<file path="src/rtl/stage5_field_extract_pipe.sv">
// stage5_field_extract_pipe: per-channel type-coded field extractor with 2-entry skid FIFOs and hit/miss counters.
module stage5_field_extract_pipe #(
    parameter int NUM_CH = 3,
    parameter int MSG_BITS = 64,
    parameter int CTRL_W = 3,
    parameter int FIELD_BITS = 8,
    parameter int A_LSB = 0,
    parameter int D_LSB = 8,
    parameter int K_LSB = 16,
    parameter int Q_LSB = 24,
    parameter logic [CTRL_W-1:0] TYPE_A = 1,
    parameter logic [CTRL_W-1:0] TYPE_D = 2,
    parameter logic [CTRL_W-1:0] TYPE_K = 3,
    parameter logic [CTRL_W-1:0] TYPE_Q = 4,
    parameter logic [FIELD_BITS-1:0] DEFAULT = '0,
    parameter int CNT_W = 16
) (
    input  logic                         clk,
    input  logic                         rst,
    input  logic                         message_en,
    input  logic [NUM_CH-1:0]            in_valid,
    output logic [NUM_CH-1:0]            in_ready,
    input  logic [NUM_CH*MSG_BITS-1:0]   message_bus,
    input  logic [NUM_CH*CTRL_W-1:0]     mux_control_bus,
    output logic [NUM_CH-1:0]            out_valid,
    input  logic [NUM_CH-1:0]            out_ready,
    output logic [NUM_CH*FIELD_BITS-1:0] field_bus,
    output logic [NUM_CH-1:0]            field_hit,
    input  logic                         cnt_clr,
    output logic [NUM_CH*CNT_W-1:0]      hit_cnt_bus,
    output logic [NUM_CH*CNT_W-1:0]      miss_cnt_bus
);
    genvar i;
    generate
        for (i = 0; i < NUM_CH; i++) begin : g_ch
            logic [MSG_BITS-1:0]   msg;
            logic [CTRL_W-1:0]     code;
            logic [FIELD_BITS-1:0] ext_field;
            logic                  ext_hit;
            logic [1:0]            occ;
            logic [FIELD_BITS:0]   head, tail;
            logic                  push, pop;
            logic [CNT_W-1:0]      hit_cnt, miss_cnt;
            assign msg  = message_bus[i*MSG_BITS +: MSG_BITS];
            assign code = mux_control_bus[i*CTRL_W +: CTRL_W];
            always_comb begin
                ext_hit   = message_en && (code == TYPE_A || code == TYPE_D || code == TYPE_K || code == TYPE_Q);
                ext_field = !message_en      ? DEFAULT :
                            (code == TYPE_A) ? msg[A_LSB +: FIELD_BITS] :
                            (code == TYPE_D) ? msg[D_LSB +: FIELD_BITS] :
                            (code == TYPE_K) ? msg[K_LSB +: FIELD_BITS] :
                            (code == TYPE_Q) ? msg[Q_LSB +: FIELD_BITS] : DEFAULT;
            end
            assign in_ready[i]  = ~rst & ~occ[1];
            assign out_valid[i] = |occ;
            assign push = in_valid[i] & in_ready[i];
            assign pop  = out_valid[i] & out_ready[i];
            assign field_bus[i*FIELD_BITS +: FIELD_BITS] = head[FIELD_BITS-1:0];
            assign field_hit[i] = head[FIELD_BITS];
            assign hit_cnt_bus[i*CNT_W +: CNT_W]  = hit_cnt;
            assign miss_cnt_bus[i*CNT_W +: CNT_W] = miss_cnt;
            // head is the output register; it is only overwritten by a new head so an empty FIFO keeps the last value
            always_ff @(posedge clk or posedge rst) begin
                if (rst) begin
                    occ  <= '0;
                    head <= '0;
                    tail <= '0;
                end else begin
                    occ <= occ + {1'b0, push} - {1'b0, pop};
                    if (push && (occ == 2'd0 || (occ == 2'd1 && pop)))
                        head <= {ext_hit, ext_field};
                    else if (pop && occ == 2'd2)
                        head <= tail;
                    if (push && occ == 2'd1 && !pop)
                        tail <= {ext_hit, ext_field};
                end
            end
            always_ff @(posedge clk or posedge rst) begin
                if (rst) begin
                    hit_cnt  <= '0;
                    miss_cnt <= '0;
                end else if (cnt_clr) begin
                    hit_cnt  <= '0;
                    miss_cnt <= '0;
                end else if (push) begin
                    if (ext_hit && hit_cnt != '1)
                        hit_cnt <= hit_cnt + CNT_W'(1);
                    if (message_en && !ext_hit && miss_cnt != '1)
                        miss_cnt <= miss_cnt + CNT_W'(1);
                end
            end
        end
    endgenerate
endmodule

</file>
<file path="config.mk">
export PLATFORM = sky130hd
export DESIGN_NAME = stage5_field_extract_pipe
export DESIGN_NICKNAME = d
export VERILOG_FILES = /design/src/rtl/stage5_field_extract_pipe.sv
export SDC_FILE = /design/constraint.sdc
export NUM_CORES = 1
export LEC_CHECK = 0
export ABC_AREA = 1
export BUFFER_PORTS_ARGS = -buffer_cell sky130_fd_sc_hd__buf_2
export CAP_MARGIN = 5
export CORE_UTILIZATION = 50
export CTS_CLUSTER_DIAMETER = 150
export DETAILED_ROUTE_END_ITERATION = 10
export PLACE_DENSITY = 0.79
export SLEW_MARGIN = 20
export SYNTH_ARGS = -nofsm -noshare
export SYNTH_HDL_FRONTEND = slang
export SYNTH_SLANG_ARGS = --single-unit
export TNS_END_PERCENT = 100
</file>
<file path="constraint.sdc">
create_clock -name clk -period 10.25 [get_ports clk]
set_input_delay 3.075 -clock clk [delete_from_list [all_inputs] [get_ports clk]]
set_output_delay 3.075 -clock clk [all_outputs]
set_load 0.01 [all_outputs]
</file>
==> flow_summary.json <==
{
  "core_area_um2": 20200,
  "grt.total_usage_pct": 26.1,
  "maxSlewViolCount": 0,
  "wl_per_cell_um": 13.6,
  "irDropWorstVdd_mv": 0.107,
  "cts_tree": "built",
  "synth_top_area_share_pct": 37.7,
  "clk_pin_slew_ps": 60,
  "cts_setup_buffers": 0,
  "vias_per_cell": 5.28,
  "antenna_cells": 0,
  "cp-start-kind": "input port",
  "hold_path_class": "reg2reg",
  "synth_area_leaders": "dfrtp_1 38%, nand2_1 19%, nand3_1 8.8%, nor2_1 5.7%, inv_1 4.5%",
  "synth.distinct_cells": 38,
  "p_comb_share_pct": 23.0,
  "cp.arrival_ps": 3590,
  "drive_gt1_share_pct": 19.7,
  "rsz0062_at_grt": "false",
  "grt_pass1_vias": 9806,
  "htree_levels": 4,
  "drc_errors": 0,
  "die_h_um": 146,
  "synth_flop_cell": "dfrtp_1",
  "yosysSeqAreaShare_pct": 37.7,
  "synth_nets": 1723,
  "whs_ps": 477,
  "num_rows": 52,
  "timing.fmax_ghz": 0.150,
  "ys_top_cells_by_count": "518 x nand2_1, 181 x nand3_1, 158 x nor2_1",
  "grt_start_max_net_pins": 113,
  "totalWireLength_mm": 27.2,
  "ys_ff_latch": 156,
  "vias": 10600,
  "setup_slack_ps": 3590,
  "dieWidth_um": 146,
  "synth.most_common_cell": "nand2_1",
  "clock_skew_ps": 12.5,
  "path_class": "in2out",
  "num-nets-final": 1948,
  "synth_area_per_cell_um2": 6.90,
  "cp_max_fo": 4,
  "clk_path_buf_depth": 2,
  "min_period_over_period_pct": 65.0,
  "yosys_warnings": 0,
  "grt_pass1_wl_mm": 46.0,
  "p_switching_mw": 0.602,
  "worst_pin_slew_ps": 902,
  "overflow": 0,
  "regArea_um2": 3900,
  "clockPowerShare_pct": 36.0,
  "drtIter0Drc": 491,
  "area_delta_synth_final_pct": 19.2,
  "initial_utilization_pct": 51.1,
  "ant_nets": 0,
  "end_kind": "output pin",
  "io_pins": 340,
  "clk_latency_ps": 420,
  "period_needed_ps": 6660,
  "antenna_found_initial": 1,
  "swShare_pct": 31.1,
  "max-slew-margin-rel_pct": 39.8,
  "cts-root-buf": "clkbuf_16",
  "multi_input_area_um2": 5650,
  "finalHoldViolations": 0,
  "cts_resized": 0,
  "power_density_nw_per_um2": 157,
  "place_ws_ps": 3590,
  "p_int_mw": 1.33,
  "fin_setup_tns_ps": 0,
  "setup_viol": 0,
  "cts.sink_count": 156,
  "synthesis.area_um2": 10300,
  "synth_area_leader_cell": "dfrtp_1",
  "p_seq_share_pct": 40.9,
  "critPathRequiredTime_ps": 7180,
  "dr.pass1.iters": 5,
  "fillerInstances": 1887,
  "synthArstFlopShare_pct": 100,
  "dieArea_um2": 21300,
  "p_leak_nw": 6.57,
  "dpl.hpwl_mm": 19.5,
  "drv_cap": 0,
  "port-buffer-count": 243,
  "status": "complete, no violations",
  "gp_congestion": 0.925,
  "finalPower_mw": 1.93,
  "numCtsBuffers": 17,
  "synth_edf_count": 0,
  "post_synth_inst_count": 1500,
  "cts-hold-fix-buffers": 0
}
==> path summary, 6_finish.rpt <==
| path | startpoint | endpoint | slack (ps) | cells past startpoint |
|---|---|---|---|---|
| max | rst | in_ready[0] | 3590 | 3 |
| min in group asynchronous | rst | g_ch[2].tail[8] | 2940 | 2 |
| max reg2reg | g_ch[0].hit_cnt[0] | g_ch[0].hit_cnt[15] | 8140 | 9 |
| min reg2reg | g_ch[1].tail[7] | g_ch[1].tail[7] | 480 | 2 |
| max in group asynchronous | rst | g_ch[2].hit_cnt[15] | 5930 | 3 |
| min | g_ch[1].tail[7] | g_ch[1].tail[7] | 480 | 2 |
==> layer usage <==
layer	global-route usage [%]	routed length [um]	vias to the layer above
li1	-	-	5319
met1	34.6	12200	4897
met2	42.4	12700	326
met3	5.52	1620	52
met4	8.89	677	2
met5	0	8	-
==> final cells by class <==
| type | instances | area share, % |
|---|---|---|
| Clock buffer | 21 | 3.65 |
| Inverter | 134 | 4.14 |
| Tap cell | 270 | 2.74 |
| Clock inverter | 10 | 1.54 |
| Multi-Input combinational cell | 1166 | 45.8 |
| Timing Repair Buffer | 250 | 10.5 |
| Sequential cell | 156 | 31.7 |
==> flip-flops by register name, indices dropped and copies added, names as in the netlist <==
register,flops
g_ch.occ,6
g_ch.miss_cnt,48
g_ch.hit_cnt,48
g_ch.tail,27
g_ch.head,27
==> cell families after synthesis <==
kind of cell | Yosys count | synth area share (%)
AO/OA/AOI/OAI | 96 | 5.35
XOR/XNOR | 40 | 3.39
adder cells (fa/ha/maj) | 12 | 1.45
buffers and inverters | 178 | 7.67
flip-flops | 156 | 37.7
AND/OR/NAND/NOR | 1018 | 44.4
==> power groups by stage <==
stage	sequential, mW	combinational, mW	clock, mW
3_3_place_gp	0.797	0.430	0
5_1_grt	0.803	0.503	0.736
4_1_cts	0.791	0.447	0.709
3_5_place_dp	0.802	0.444	0
6_report	0.791	0.445	0.696
2_1_floorplan	0.812	0.270	0
==> cell usage in the layout, fill, tap and decap left out, types with 6 or more instances in the layout <==
| master | Yosys | final |
|---|---|---|
| buf_2 | 24 | 243 |
| nor2_1 | 158 | 158 |
| dfrtp_1 | 156 | 156 |
| o21ai_1 | 9 | 9 |
| nand4_1 | 71 | 71 |
| xor2_1 | 35 | 35 |
| ha_1 | 12 | 12 |
| nand3b_1 | 27 | 27 |
| nand3_1 | 181 | 181 |
| nor3_1 | 7 | 7 |
| nor2_2 | 18 | 18 |
| inv_2 | 6 | 6 |
| or2_2 | 8 | 8 |
| a21oi_1 | 17 | 17 |
| inv_1 | 125 | 124 |
| clkbuf_16 | 0 | 17 |
| nand2_2 | 6 | 6 |
| buf_4 | 3 | 6 |
| o21bai_1 | 15 | 15 |
| nand2_1 | 518 | 518 |
| nor2_4 | 9 | 9 |
| o21ai_0 | 45 | 45 |
==> critical path, stage by stage <==
cell,delay [ps]
buf_2,190
nor2_2,170
buf_2,150
==> metrics by stage <==
stage / cell area, um2 / cells / util [%]
final: 12300 / 2007 / 60.9
after global routing: 12300 / 2007 / 60.9
after CTS: 12300 / 2006 / 60.8
after detailed placement: 11700 / 1975 / 57.6
after global placement: 11700 / 1975 / 57.6
after floorplan: 10300 / 1500 / -
Note: power is estimated with default switching activity, not from simulation.
